### src/rtl/axi_slave_wr_ctrl_if.sv
// AXI3 write-channel bundle (AW, W, B) between an AXI master and axi_slave_wr_ctrl.
// All three channels transfer on a rising clock edge where valid and ready are both high; valid never waits on ready.
interface axi_slave_wr_ctrl_if #(
    parameter int ADDR_WIDTH = 16,
    parameter int DATA_WIDTH = 128
);
    logic [3:0]              awid;
    logic [ADDR_WIDTH-1:0]   awaddr;
    logic [3:0]              awlen;
    logic [2:0]              awsize;
    logic [1:0]              awburst;
    logic                    awvalid;
    logic                    awready;

    logic [3:0]              wid;
    logic [DATA_WIDTH-1:0]   wdata;
    logic [DATA_WIDTH/8-1:0] wstrb;
    logic                    wlast;
    logic                    wvalid;
    logic                    wready;

    logic [3:0]              bid;
    logic [1:0]              bresp;
    logic                    bvalid;
    logic                    bready;

    modport master (
        output awid, awaddr, awlen, awsize, awburst, awvalid,
        input  awready,
        output wid, wdata, wstrb, wlast, wvalid,
        input  wready,
        input  bid, bresp, bvalid,
        output bready
    );

    modport slave (
        input  awid, awaddr, awlen, awsize, awburst, awvalid,
        output awready,
        input  wid, wdata, wstrb, wlast, wvalid,
        output wready,
        output bid, bresp, bvalid,
        input  bready
    );
endinterface

### src/rtl/axi_slave_wr_ctrl.sv
// AXI3 write slave: one burst at a time, each beat becomes a registered memory write, one B per burst.
// Optional AXI_WR_PROTOCOL_CHK_EN adds wid/wlast protocol checking that turns the response into SLVERR.
module axi_slave_wr_ctrl #(
    parameter int ADDR_WIDTH = 16,
    parameter int DATA_WIDTH = 128
) (
    input  logic                    aclk,
    input  logic                    areset,
    axi_slave_wr_ctrl_if.slave      bus,
    output logic                    mem_we,
    output logic [ADDR_WIDTH-1:0]   mem_addr,
    output logic [DATA_WIDTH-1:0]   mem_wdata,
    output logic [DATA_WIDTH/8-1:0] mem_wstrb,
    output logic [1:0]              dbg_state
);
    localparam int STRB_WIDTH = DATA_WIDTH / 8;
    localparam logic [2:0] MAX_SIZE = 3'($clog2(STRB_WIDTH));

    typedef enum logic [1:0] {
        IDLE = 2'd0,
        DATA = 2'd1,
        RESP = 2'd2
    } state_t;

    state_t state, state_next;

    logic [3:0]            id_q;
    logic [ADDR_WIDTH-1:0] addr_q;
    logic [3:0]            len_q;
    logic [2:0]            size_q;
    logic [1:0]            burst_q;
    logic [3:0]            beat_q;
    logic                  err_q;

    logic aw_hs, w_hs, b_hs, last_beat, aw_err, proto_next;
    logic [ADDR_WIDTH-1:0] step, incr_addr, wrap_mask, wrap_addr, addr_next;
    logic [2:0]            wrap_shift;

    assign aw_hs     = bus.awvalid & bus.awready;
    assign w_hs      = bus.wvalid & bus.wready;
    assign b_hs      = bus.bvalid & bus.bready;
    assign last_beat = (beat_q == len_q);
    assign dbg_state = state;

    // A WRAP burst is only legal for 2, 4, 8 or 16 beats.
    always_comb begin
        aw_err = 1'b0;
        if (bus.awburst == 2'b11)
            aw_err = 1'b1;
        if (bus.awsize > MAX_SIZE)
            aw_err = 1'b1;
        if (bus.awburst == 2'b10 && bus.awlen != 4'd1 && bus.awlen != 4'd3 &&
            bus.awlen != 4'd7 && bus.awlen != 4'd15)
            aw_err = 1'b1;
    end

    // Legal wrap lengths are powers of two, so the wrap window is a shifted beat size.
    always_comb begin
        wrap_shift = 3'd4;
        case (len_q)
            4'd1:    wrap_shift = 3'd1;
            4'd3:    wrap_shift = 3'd2;
            4'd7:    wrap_shift = 3'd3;
            default: wrap_shift = 3'd4;
        endcase
        step      = ADDR_WIDTH'(1) << size_q;
        incr_addr = addr_q + step;
        wrap_mask = (step << wrap_shift) - ADDR_WIDTH'(1);
        wrap_addr = (addr_q & ~wrap_mask) | (incr_addr & wrap_mask);
        addr_next = addr_q;
        case (burst_q)
            2'b01:   addr_next = incr_addr;
            2'b10:   addr_next = wrap_addr;
            default: addr_next = addr_q;
        endcase
    end

    always_comb begin
        state_next = state;
        case (state)
            IDLE:    if (aw_hs) state_next = DATA;
            DATA:    if (w_hs && last_beat) state_next = RESP;
            RESP:    if (b_hs) state_next = IDLE;
            default: state_next = IDLE;
        endcase
    end

`ifdef AXI_WR_PROTOCOL_CHK_EN
    logic proto_q;

    assign proto_next = proto_q | (bus.wid != id_q) | (bus.wlast != last_beat);

    always_ff @(posedge aclk or posedge areset) begin
        if (areset)
            proto_q <= 1'b0;
        else if (aw_hs)
            proto_q <= 1'b0;
        else if (w_hs)
            proto_q <= proto_next;
    end
`else
    logic unused_proto;
    assign unused_proto = ^{bus.wid, bus.wlast};
    assign proto_next   = 1'b0;
`endif

    // Handshake outputs are registered decodes of the next state so they read 0 while in reset.
    always_ff @(posedge aclk or posedge areset) begin
        if (areset) begin
            state       <= IDLE;
            bus.awready <= 1'b0;
            bus.wready  <= 1'b0;
            bus.bvalid  <= 1'b0;
            bus.bid     <= '0;
            bus.bresp   <= '0;
            mem_we      <= 1'b0;
            mem_addr    <= '0;
            mem_wdata   <= '0;
            mem_wstrb   <= '0;
            id_q        <= '0;
            addr_q      <= '0;
            len_q       <= '0;
            size_q      <= '0;
            burst_q     <= '0;
            beat_q      <= '0;
            err_q       <= 1'b0;
        end else begin
            state       <= state_next;
            bus.awready <= (state_next == IDLE);
            bus.wready  <= (state_next == DATA);
            bus.bvalid  <= (state_next == RESP);
            mem_we      <= 1'b0;
            if (aw_hs) begin
                id_q    <= bus.awid;
                addr_q  <= bus.awaddr;
                len_q   <= bus.awlen;
                size_q  <= bus.awsize;
                burst_q <= bus.awburst;
                beat_q  <= '0;
                err_q   <= aw_err;
            end
            if (w_hs) begin
                beat_q    <= beat_q + 4'd1;
                addr_q    <= addr_next;
                mem_we    <= ~err_q;
                mem_addr  <= addr_q;
                mem_wdata <= bus.wdata;
                mem_wstrb <= bus.wstrb;
                if (last_beat) begin
                    bus.bid   <= id_q;
                    bus.bresp <= (err_q | proto_next) ? 2'b10 : 2'b00;
                end
            end
        end
    end
endmodule
### src/flat_wrapper.sv
// flat-port wrapper written by rule: the top's interface ports become plain ports
module axi_slave_wr_ctrl_flat 
#(
    parameter int ADDR_WIDTH = 16,
    parameter int DATA_WIDTH = 128
)
  (aclk, areset, mem_we, mem_addr, mem_wdata, mem_wstrb, dbg_state, bus_awid, bus_awaddr, bus_awlen, bus_awsize, bus_awburst, bus_awvalid, bus_awready, bus_wid, bus_wdata, bus_wstrb, bus_wlast, bus_wvalid, bus_wready, bus_bid, bus_bresp, bus_bvalid, bus_bready);
  axi_slave_wr_ctrl_if #(.ADDR_WIDTH(ADDR_WIDTH), .DATA_WIDTH(DATA_WIDTH)) bus_i ();
  input  logic aclk;
  input  logic areset;
  output logic mem_we;
  output logic [ADDR_WIDTH-1:0] mem_addr;
  output logic [DATA_WIDTH-1:0] mem_wdata;
  output logic [DATA_WIDTH/8-1:0] mem_wstrb;
  output logic [1:0] dbg_state;
  input wire logic [$bits(bus_i.awid)-1:0] bus_awid;
  input wire logic [$bits(bus_i.awaddr)-1:0] bus_awaddr;
  input wire logic [$bits(bus_i.awlen)-1:0] bus_awlen;
  input wire logic [$bits(bus_i.awsize)-1:0] bus_awsize;
  input wire logic [$bits(bus_i.awburst)-1:0] bus_awburst;
  input wire logic [$bits(bus_i.awvalid)-1:0] bus_awvalid;
  output wire logic [$bits(bus_i.awready)-1:0] bus_awready;
  input wire logic [$bits(bus_i.wid)-1:0] bus_wid;
  input wire logic [$bits(bus_i.wdata)-1:0] bus_wdata;
  input wire logic [$bits(bus_i.wstrb)-1:0] bus_wstrb;
  input wire logic [$bits(bus_i.wlast)-1:0] bus_wlast;
  input wire logic [$bits(bus_i.wvalid)-1:0] bus_wvalid;
  output wire logic [$bits(bus_i.wready)-1:0] bus_wready;
  output wire logic [$bits(bus_i.bid)-1:0] bus_bid;
  output wire logic [$bits(bus_i.bresp)-1:0] bus_bresp;
  output wire logic [$bits(bus_i.bvalid)-1:0] bus_bvalid;
  input wire logic [$bits(bus_i.bready)-1:0] bus_bready;
  assign bus_i.awid = bus_awid;
  assign bus_i.awaddr = bus_awaddr;
  assign bus_i.awlen = bus_awlen;
  assign bus_i.awsize = bus_awsize;
  assign bus_i.awburst = bus_awburst;
  assign bus_i.awvalid = bus_awvalid;
  assign bus_awready = bus_i.awready;
  assign bus_i.wid = bus_wid;
  assign bus_i.wdata = bus_wdata;
  assign bus_i.wstrb = bus_wstrb;
  assign bus_i.wlast = bus_wlast;
  assign bus_i.wvalid = bus_wvalid;
  assign bus_wready = bus_i.wready;
  assign bus_bid = bus_i.bid;
  assign bus_bresp = bus_i.bresp;
  assign bus_bvalid = bus_i.bvalid;
  assign bus_i.bready = bus_bready;
  axi_slave_wr_ctrl #(.ADDR_WIDTH(ADDR_WIDTH), .DATA_WIDTH(DATA_WIDTH)) u_core (.aclk(aclk), .areset(areset), .bus(bus_i), .mem_we(mem_we), .mem_addr(mem_addr), .mem_wdata(mem_wdata), .mem_wstrb(mem_wstrb), .dbg_state(dbg_state));
endmodule
### config.mk
export PLATFORM = sky130hd
export DESIGN_NAME = axi_slave_wr_ctrl_flat
export DESIGN_NICKNAME = d
export VERILOG_FILES = /design/src/rtl/axi_slave_wr_ctrl_if.sv /design/src/rtl/axi_slave_wr_ctrl.sv /design/src/flat_wrapper.sv
export SDC_FILE = /design/constraint.sdc
export NUM_CORES = 1
export LEC_CHECK = 0
export CAP_MARGIN = 20
export CORE_MARGIN = 2
export CORE_UTILIZATION = 35
export DETAILED_ROUTE_END_ITERATION = 10
export PLACE_DENSITY = 0.71
export SLEW_MARGIN = 20
export SYNTH_ARGS = -nofsm -noshare
export SYNTH_HDL_FRONTEND = slang
export SYNTH_SLANG_ARGS = --single-unit
### constraint.sdc
create_clock -name aclk -period 7.1 [get_ports aclk]
set_clock_uncertainty 0.1 [all_clocks]
set_input_delay 1.065 -clock aclk [delete_from_list [all_inputs] [get_ports aclk]]
set_output_delay 1.065 -clock aclk [all_outputs]
set_load 0.005 [all_outputs]
After elaboration in Yosys (flattened, before gate mapping) --
Index checks and enable logic that the tools add are counted.
Word-level totals: output and inout bits 172, logic and storage cells 73, register bits after elaboration 206
Operators by class: order comparisons 1, eq/ne operators 17, shifts and indexed selects 2, add/subtract/negate cells 3, multiplexer cells 15, bitwise gates (word level) 8, reductions and logical operators 10
Operator list (number):
- 16-bit bitwise AND | 2
- 16-bit two-way mux | 2
- 16-bit one-hot mux with 2 select lines | 1
- 16-bit adder | 1
- 16-bit NOT | 1
- 16-bit bitwise OR | 1
- 1-bit by 3-bit left shift with 16-bit output (first input constant) | 1
- 16-bit by 3-bit left shift with 16-bit output | 1
- 16-bit by 1-bit subtractor with 16-bit output (second input constant) | 1
- 2-bit equality test (second input constant) | 5
- 3-bit one-hot mux with 3 select lines | 1
- 2-bit two-way mux | 4
- 4-bit two-way mux | 2
- 2-bit by 1-bit equality test with 1-bit output (second input constant) | 3
- 2-bit one-hot mux with 3 select lines | 1
- 1-bit logical AND | 5
- 4-bit by 1-bit adder with 4-bit output (second input constant) | 1
- 4-bit by 1-bit equality test with 1-bit output (second input constant) | 1
- 4-bit by 2-bit equality test with 1-bit output (second input constant) | 1
- 4-bit by 3-bit equality test with 1-bit output (second input constant) | 1
- 4-bit equality test | 1
- 2-bit zero test | 2
- 1-bit two-way mux | 4
- 4-bit by 1-bit inequality test with 1-bit output (second input constant) | 1
- other kinds (9) | 12

Logic depth before layout (Yosys ltp) --
depth in word-level cells 9, mapped depth 13

Least setup slack after synthesis --
Ideal clock, no wire load.
kind register to register, start register u_core.size_q[0], end register with a tool-made name, data arrival time 2.759 ns, library setup time 0.119 ns, data required time 6.881 ns, setup slack 4.123 ns, stages on the path, launching flop included 14, cells stage by stage dfrtp_1 buf_2 buf_2 nor3_1 ha_1 inv_1 fa_1 nor2b_1 o31ai_1 a22oi_1 a31oi_1 a221o_1 a31oi_1 a21bo_1
RTL lines:
- start, declared | line axi_slave_wr_ctrl.sv:30 | logic [2:0] size_q;
- start signal, assigned | line axi_slave_wr_ctrl.sv:137 | size_q <= bus.awsize;

Worst setup path in the final report --
start input bus_wvalid, end register u_core.beat_q[2]
Between the ends: longest elaborated chain between the ends 2, elaborated cells on any way between the ends 3, those cells by class mux: 1; bitwise: 1; reduce/logical: 1
RTL lines:
- start, declared | line flat_wrapper.sv:27 | input wire logic [$bits(bus_i.wvalid)-1:0] bus_wvalid;
- 1-bit bitwise AND * | line axi_slave_wr_ctrl.sv:40 | assign w_hs = bus.wvalid & bus.wready;
- 4-bit two-way mux / 2-bit nonzero test (equally long branches)
- end signal, assigned | line axi_slave_wr_ctrl.sv:143 | beat_q <= beat_q + 4'd1;
- end, declared | line axi_slave_wr_ctrl.sv:32 | logic [3:0] beat_q;
Every way passes the cells marked *; elsewhere a longest branch is shown, timed or not. A chain may end at the register's enable or synchronous reset.

==> impl_metrics.ini <==
[sta]
tightest_slew_ps = 991
fin_ws_ps = 3530
setup_tns_ps = 0
finalCritPeriodShare_pct = 50.3
rsz0062_at_grt = false
finalHoldViolations = 0
relSlewSlack_pct = 33.9
finalMaxSlewViolations = 0
hold_ws_ps = 370
setup_viol = 0
fmax_ghz = 0.280
period_needed_ps = 3570

[grt]
grt_max_degree = 97
grt_pass1_wl_um = 40400
grt.total_usage_pct = 18.7
busiest_layer = met2
antenna_found_initial = 0
grtUsageMet1_pct = 24.6
globalRouteOverflowTotal = 0
grt_pass1_vias = 7602
gr-usage-met2_pct = 29.6
met3_usage_pct = 6.88

[drt]
routed_wl_um = 26300
drtPass1Iterations = 5
drc_errors = 0
antenna_left = 0
vias_per_cell = 4.71
dr_total_vias = 7994
wl_per_cell_um = 15.5
drtIter0Drc = 490

[placed_design]
place_ws_ps = 3000
dpl.hpwl_um = 18600
io_buffers = 348
dp_cells = 1652
dpl_cell_area_um2 = 12700
gp_congestion = 0.861

[cts]
htreeDepth = 1
ctsResizeCount = 0
hold_buffers = 0
clk_pin_slew_ps = 60
cts-root-buf = clkbuf_16
cts.sinks = 205
cts_tree = done
numCtsBuffers = 24
clock_latency_ps = 510
max-clock-path-buffers = 3
post_cts_buffers = 0

[floorplanning]
fp.coreArea_um2 = 25300
fp.dieH_um = 164
dieArea_um2 = 27000
start_util_pct = 35.7
pin_count = 355
rows = 58
die_w_um = 164

[yosys]
syn_avg_cell_area_um2 = 8.80
ys_ff_latch = 205
yosysWarnings = 0
synth_area_leaders = dfrtp_1, nand2_1, mux2_2
yosys.cell_types.count = 61
synthCells = 1024
synth_edf_count = 0
ys.flop_type = dfrtp_1
synth_top_cell_area_share_pct = 56.9
syn-num-nets = 1219
syn_area_um2 = 9010
ys_seq_area_share_pct = 56.9
ys_async_sr_fraction_pct = 100
synth_top_cell_by_area = dfrtp_1

[worst_setup_path]
path_max_fanout = 92
worstPathRequired_ps = 7380
startpoint_type = input pin
path_class = input pin to flip-flop
cp-end-kind = flip-flop
critPathArrivalTime_ps = 3860

[pwr]
power.total_mw = 6.03
vdd_drop_max_mv = 0.225
p_per_area_nw_per_um2 = 444
power.leakage_nw = 6.35

[final_layout]
area_delta_synth_final_pct = 50.6
fin_cells = 1696
diodes = 0
drive_above_1_share_pct = 5.34
nets = 1543
post-route-util_pct = 53.7
final_cell_area_um2 = 13600

[hold_path]
hold_class = flip-flop to flip-flop

[run_status]
outcome = finished clean

[job]
maxCapViolCount = 0
==> layout make-up <==
cell class              count  area, um^2
multi-input cells         754        3630
repair buffers            352        3510
clock inverters            11         126
well taps                 330         413
flip-flops and latches    205        5130
inverters                  11        48.8
fillers                  2276       11700
clock buffers              33         706
==> worst max-delay path, cell delays in order <==
cell	delay, ps
clkdlybuf4s50_1	550
and2_4	710
buf_4	870
nor2_1	230
o21ai_0	210
o21ai_0	100
==> power by group <==
group	switching [mW]	internal [mW]	total (mW)
registers	0.421	1.75	2.17
logic	1.16	1.43	2.59
clock network	0.493	0.773	1.27
total	2.08	3.95	6.03
==> flip-flops by register name (all words and copies together), names as in the netlist, named ones only <==
| name | flops |
|---|---|
| u_core.beat_q | 4 |
| u_core.burst_q | 2 |
| u_core.bus.awready | 1 |
| u_core.bus.bid | 4 |
| u_core.bus.bresp | 1 |
| u_core.bus.bvalid | 1 |
| u_core.bus.wready | 1 |
| u_core.dbg_state | 2 |
| u_core.err_q | 1 |
| u_core.id_q | 4 |
| u_core.len_q | 4 |
| u_core.mem_addr | 16 |
| u_core.mem_wdata | 128 |
| u_core.mem_we | 1 |
| u_core.mem_wstrb | 16 |
| u_core.size_q | 3 |
==> kinds of logic (layout without fill, tap and decap cells) <==
kind of cell	Yosys count	in the layout	share of synthesized area, %
and+or+nand+nor	606	606	27.4
DFF	205	205	56.9
AOI/OAI and AO/OA	103	103	7.46
buffers and inverters	65	407	2.86
muxes	20	20	2.47
adders and majority gates	12	12	1.75
xor gates and xnor gates	11	11	1.07
other	2	2	0.0833
==> layer usage <==
metal	share of wire [%]	wire (um)
met1	42	11100
met2	45	11800
met3	11	2900
met4	2.0	537
met5	0	0
==> cell usage after synthesis (3+ instances only) <==
library cell / n
nand2_1: 506
dfrtp_1: 205
clkbuf_1: 40
o21ai_0: 32
nor2_1: 30
mux2_2: 16
a21oi_1: 15
nand2b_1: 12
ha_1: 11
a31oi_1: 9
inv_1: 9
nand3_1: 9
buf_2: 8
nor3_1: 8
xnor2_1: 8
o31ai_1: 7
and3_1: 5
buf_1: 5
o21a_1: 5
or3_1: 5
a211oi_1: 4
a21o_1: 4
a22oi_1: 4
nand4_1: 4
nor2_2: 4
nor3b_1: 4
a22o_1: 3
and2_1: 3
nand3b_1: 3
nor2b_1: 3
xor2_1: 3
==> layout by cell type (no fill, tap or decap), types with 4 or more instances in the layout <==
cell type        instances
nand2_1                505
clkdlybuf4s50_1        348
dfrtp_1                205
o21ai_0                 31
nor2_1                  30
clkbuf_16               25
mux2_2                  16
a21oi_1                 15
nand2b_1                12
ha_1                    11
a31oi_1                  9
nand3_1                  9
inv_1                    8
xnor2_1                  8
nor3_1                   8
o31ai_1                  7
and3_1                   5
o21a_1                   5
or3_1                    5
clkbuf_8                 5
nor2_2                   4
a211oi_1                 4
a21o_1                   4
nor3b_1                  4
a22oi_1                  4
nand4_1                  4
clkinvlp_4               4
buf_4                    4
==> final timing paths <==
path | slack [ps] | depth (start not counted) | end | startpoint
max in group asynchronous | 4690 | 3 | u_core.mem_wstrb[5] | areset
max | 3530 | 6 | u_core.beat_q[2] | bus_wvalid
max reg2reg | 3530 | 11 | flip-flop | u_core.size_q[2]
min in group asynchronous | 970 | 2 | u_core.mem_wdata[29] | areset
min | 370 | 2 | u_core.mem_wdata[125] | u_core.mem_wdata[125]
min reg2reg | 370 | 2 | u_core.mem_wdata[125] | u_core.mem_wdata[125]
No activity file was read; power rests on OpenSTA's default activity.
==> RTL change 1: new RTL, config.mk and constraints unchanged <==
The option `AXI_WR_PROTOCOL_CHK_EN` is turned on by a define.
--- a/src/rtl/axi_slave_wr_ctrl.sv
+++ b/src/rtl/axi_slave_wr_ctrl.sv
@@ -2,2 +2,4 @@
 // Optional AXI_WR_PROTOCOL_CHK_EN adds wid/wlast protocol checking that turns the response into SLVERR.
+`define AXI_WR_PROTOCOL_CHK_EN
+
 module axi_slave_wr_ctrl #(
Behaviour: not the same (Yosys sat finds a counterexample within 4 cycles, from zero or initial values and one cycle with areset high).
==> RTL change 1 against the original RTL <==
Critical path depth did not move; worst hold slack lost 0.025 ns; area after synthesis grew 1.1%; critical path type unchanged; power shrank 5.0%; cell area rose by 1.0%; via count grew 4.3%; sequential cell count rose by 1; sequential power is 5% lower; non-clock buffer count increased by 7; wire length increased by 7.7%; setup slack better by 0.17 ns.
==> RTL change 1: results (changes against the original RTL) <==
| Metric | Value |
|---|---|
| Sequential cell area fraction in the yosys report | 56.6% (was 56.9%) |
| Wire length of the first global-routing pass | 42700 um (was 40400 um) |
| Detailed Route Iter0 Violations | 663 (was 490) |
| Nets in the synthesized netlist | 1260 (was 1219) |
| Placed instance area | 12900 um^2 (was 12700 um^2) |
| Final wirelength | 28300 um (was 26300 um) |
| Synth cell count leaders | 544 x sky130_fd_sc_hd__nand2_1, 206 x sky130_fd_sc_hd__dfrtp_1, 42 x sky130_fd_sc_hd__clkbuf_1, 34 x sky130_fd_sc_hd__nor2_1, 26 x sky130_fd_sc_hd__o21ai_0 (was 506 x sky130_fd_sc_hd__nand2_1, 205 x sky130_fd_sc_hd__dfrtp_1, 40 x sky130_fd_sc_hd__clkbuf_1, 32 x sky130_fd_sc_hd__o21ai_0, 30 x sky130_fd_sc_hd__nor2_1) |
| Average footprint of a synthesized cell | 8.56 um^2 (was 8.80 um^2) |
| Max rail drop VDD | 265 uV (was 225 uV) |
| Slew Limit Headroom | 22.9% (was 33.9%) |
| Length of the first detailed-routing pass in iterations | 4 (was 5) |
| Total routing resource utilization after global routing | 19.6% (was 18.7%) |
| Gpl congestion | 0.845 (was 0.861) |
| Vias in the first global route | 7860 (was 7602) |
| HPWL after detailed placement | 19600 um (was 18600 um) |
| Maximum number of pins on one net before global-route repair | 109 (was 97) |
| Cells after DPL | 1702 (was 1652) |
| Max Fanout on Critical Path | 98 (was 92) |
| Cell types occupying the most area after synthesis | sky130_fd_sc_hd__dfrtp_1 57%, sky130_fd_sc_hd__nand2_1 22%, sky130_fd_sc_hd__clkbuf_1 1.7% (was sky130_fd_sc_hd__dfrtp_1 57%, sky130_fd_sc_hd__nand2_1 21%, sky130_fd_sc_hd__mux2_2 2.0%) |
| Status | complete, no violations (unchanged) |
| Post-Place Setup Slack | 3.23 ns (was 3.00 ns) |
| Count of port buffers added during placement | 353 (was 348) |
| Switching Fraction | 35.2% (was 34.4%) |
| Worst stage delay on the critical path | 0.84 ns (was 0.87 ns) |
| Number of antenna violations at the first check in global routing | 1 (was 0) |
| Number of distinct library cell variants in the gate-level netlist after synthesis | 60 (was 61) |
| Leakage power | 6.48 nW (was 6.35 nW) |
-- RTL change 1: changes by cell type after synthesis, moves of 5 or more --
cell                       unedited run  this run
sky130_fd_sc_hd__a21oi_1             15        20
sky130_fd_sc_hd__o21ai_1              2         8
sky130_fd_sc_hd__o21ai_0             32        26
sky130_fd_sc_hd__nand2_1            506       544
sky130_fd_sc_hd__xor2_1               3        12
sky130_fd_sc_hd__inv_1                9        14
sky130_fd_sc_hd__nand2b_1            12         7
sky130_fd_sc_hd__mux2_2              16         4
-- RTL change 1: cell type report --
type                       count  area, um^2  area share [%]
multi-input combinational    787        3680            26.8
clock inverter                10        87.6           0.639
inverter                      15        63.8           0.465
tap                          335         419            3.06
timing repair buffer         359        3580            26.1
sequential                   206        5150            37.6
clock buffer                  34         729            5.32
-- RTL change 1: logic make-up (layout without fill, tap and decap cells) --
logic type,count (synthesis),in the layout,share of synthesized area [%]
adder cells (fa/ha/maj),12,12,1.73
AO/OA/AOI/OAI,108,108,7.63
XOR/XNOR,19,19,1.83
flip-flops,206,206,56.6
AND/OR/NAND/NOR,640,640,28.2
buffers and inverters,72,418,3.21
multiplexers,6,6,0.782
other,2,2,0.0824
-- RTL change 1: path summary, 6_finish.rpt --
| path | to | cells after the start | slack [ns] | start |
|---|---|---|---|---|
| worst max-delay path | u_core.mem_wdata[24] | 6 | 3.69 | bus_wvalid |
| worst min-delay path | u_core.mem_we | 1 | 0.34 | u_core.err_q |
| worst max register to register | flop | 11 | 3.74 | u_core.size_q[0] |
| worst min register to register | u_core.mem_we | 1 | 0.34 | u_core.err_q |
| max in group asynchronous | u_core.mem_wdata[67] | 3 | 4.67 | areset |
| min in group asynchronous | u_core.mem_addr[15] | 2 | 0.98 | areset |
-- RTL change 1: through the flow --
step	total power [mW]	utilization [%]
after floorplan	3.18	-
after global placement	4.42	49.9
final	5.72	53.1
after detailed placement	4.48	49.9
after CTS	5.77	53.1
after global routing	6.14	53.1
-- RTL change 1: power groups by stage --
stage | logic [mW] | clock network (mW) | registers (mW)
after floorplan | 1.16 | 0 | 2.02
after global routing | 2.66 | 1.33 | 2.14
after CTS | 2.42 | 1.29 | 2.07
final | 2.40 | 1.26 | 2.07
after detailed placement | 2.40 | 0 | 2.08
after global placement | 2.35 | 0 | 2.07
-- RTL change 1: layer usage --
metal | up-vias | routed length (um) | GRT usage [%]
met5 | - | 16 | 0
met4 | 2 | 514 | 4.43
met3 | 39 | 2370 | 4.77
met2 | 294 | 13400 | 32.2
met1 | 3937 | 12000 | 26.3
li1 | 4063 | - | -
==> RTL change 2: new RTL, same settings <==
Made on the original files. Register the output `dbg_state` once more, with the module's reset; this adds one clock of latency there. The other outputs are not delayed to match.
--- a/src/rtl/axi_slave_wr_ctrl.sv
+++ b/src/rtl/axi_slave_wr_ctrl.sv
@@ -42,3 +42,9 @@
     assign last_beat = (beat_q == len_q);
-    assign dbg_state = state;
+    always_ff @(posedge aclk or posedge areset) begin
+        if (areset) begin
+            dbg_state <= '0;
+        end else begin
+            dbg_state <= state;
+        end
+    end
 
Check against the original RTL: not equivalent (Yosys sat finds a counterexample within 4 cycles, from zero or initial values and one cycle with areset high).
==> RTL change 2 against the original RTL <==
Setup slack gained 0.30 ns; power rose by 0.20%; wire length grew 6.3%; cell count grew 0.94%; combinational power is essentially flat; sequential cell count increased by 2; area after synthesis barely moved; cell area fell by 0.16%; non-clock buffer count is the same.
==> RTL change 2: results (changes against the original RTL) <==
| Metric | Value |
|---|---|
| Status | complete, no violations (unchanged) |
| Sequential cell area fraction in the yosys report | 57.5% (was 56.9%) |
| Endpoint, Worst Hold | u_core.id_q[1] (was u_core.mem_wdata[125]) |
| Gpl congestion | 0.846 (was 0.861) |
| Nets in the synthesized netlist | 1238 (was 1219) |
| Minimum setup slack among reg-to-reg paths | 3.91 ns (was 3.53 ns) |
| Synth cell count leaders | 539 x sky130_fd_sc_hd__nand2_1, 207 x sky130_fd_sc_hd__dfrtp_1, 40 x sky130_fd_sc_hd__clkbuf_1, 29 x sky130_fd_sc_hd__nor2_1, 28 x sky130_fd_sc_hd__o21ai_0 (was 506 x sky130_fd_sc_hd__nand2_1, 205 x sky130_fd_sc_hd__dfrtp_1, 40 x sky130_fd_sc_hd__clkbuf_1, 32 x sky130_fd_sc_hd__o21ai_0, 30 x sky130_fd_sc_hd__nor2_1) |
| Metal3 WL | 2920 um (was 2900 um) |
| Post-synthesis mux area share | 1.33% (was 2.47%) |
| Total routing resource utilization after global routing | 19.6% (was 18.7%) |
| Synthesized-area fraction occupied by ao, oa, aoi and oai cells | 7.88% (was 7.46%) |
| Data arrival time at the worst-slack endpoint | 3.62 ns (was 3.86 ns) |
| Amount of wire on met2 after detailed routing | 12900 um (was 11800 um) |
| HPWL after detailed placement | 19300 um (was 18600 um) |
| Switching component of the power | 2.11 mW (was 2.08 mW) |
| Via count | 8151 (was 7994) |
| XOR/XNOR Fraction of Synth Area | 1.07% (about the same) |
| Final wirelength | 27900 um (was 26300 um) |
| Placed instance area | 12700 um^2 (about the same) |
| Met1 WL | 11300 um (was 11100 um) |
| Detailed Route Iter0 Violations | 609 (was 490) |
| Area share of fa/ha/maj cells after synthesis | 1.75% (about the same) |
| Vias/cell | 4.76 (was 4.71) |
| Maximum number of pins on one net before global-route repair | 100 (was 97) |
| Leakage power | 6.42 nW (was 6.35 nW) |
| Cells after DPL | 1669 (was 1652) |
| Startpoint of the lowest-slack hold path | u_core.id_q[1] (was u_core.mem_wdata[125]) |
| GR Layer Usage met3 | 6.60% (was 6.88%) |
| Cell types occupying the most area after synthesis | sky130_fd_sc_hd__dfrtp_1 58%, sky130_fd_sc_hd__nand2_1 22%, sky130_fd_sc_hd__clkbuf_1 1.7% (was sky130_fd_sc_hd__dfrtp_1 57%, sky130_fd_sc_hd__nand2_1 21%, sky130_fd_sc_hd__mux2_2 2.0%) |
| Met1 Usage GRT | 25.0% (was 24.6%) |
| Launch point of the worst reg-to-reg path | u_core.size_q[0] (was u_core.size_q[2]) |
| Average footprint of a synthesized cell | 8.63 um^2 (was 8.80 um^2) |
| Layout cells sized above 1 | 4.41% (was 5.34%) |
## RTL change 2: changes by cell type after synthesis, sizes merged, moves of 5 or more
cell | before | now
nand2 | 506 | 540
a21oi | 15 | 24
nor2 | 34 | 29
mux2 | 18 | 8
## RTL change 2: power by group through the flow
stage / Sequential (mW) / Clock [mW] / Combinational (mW)
global placement: 2.15 / 0 / 2.56
detailed placement: 2.18 / 0 / 2.60
CTS: 2.17 / 1.33 / 2.62
global route: 2.24 / 1.38 / 2.86
floorplan: 2.12 / 0 / 1.19
finish: 2.17 / 1.29 / 2.59
## RTL change 2: stage by stage
step / hold WS, ns / setup WS [ns]
global route: 0.389 / 3.58
finish: 0.366 / 3.83
floorplan: 0.322 / 0.283
CTS: 0.373 / 3.55
global placement: 0.353 / 3.03
detailed placement: 0.359 / 3.00
## RTL change 2: how the worst max path moves through the flow
stage,to,cells after the start
after floorplan,asynchronous set/reset pin,1
after global placement,flop,7
after detailed placement,flop,7
after CTS,flop,7
after global routing,flop,7
final,u_core.mem_wdata[28],5
## RTL change 2: worst reg2reg max path, delay by kind of cell, from the launching register on
| kind | cells | cell delay [ns] |
|---|---|---|
| compound gates | 4 | 0.86 |
| fa+ha+maj | 2 | 0.62 |
| flops | 1 | 0.62 |
| buf+inv | 1 | 0.06 |
| simple gates | 4 | 0.85 |
## RTL change 2: cell families after synthesis
group,after synthesis
other cells,2
mux,11
fa+ha+maj,12
flops,207
compound gates,112
xor+xnor,11
buf+inv,68
simple gates,620
## RTL change 2: cell type report
cell class | instances | area, um^2
Fill cell | 2284 | 11600
Sequential cell | 207 | 5180
Multi-Input combinational cell | 768 | 3570
Timing Repair Buffer | 352 | 3510
Clock buffer | 32 | 682
Tap cell | 330 | 413
Clock inverter | 11 | 140
Inverter | 12 | 52.6
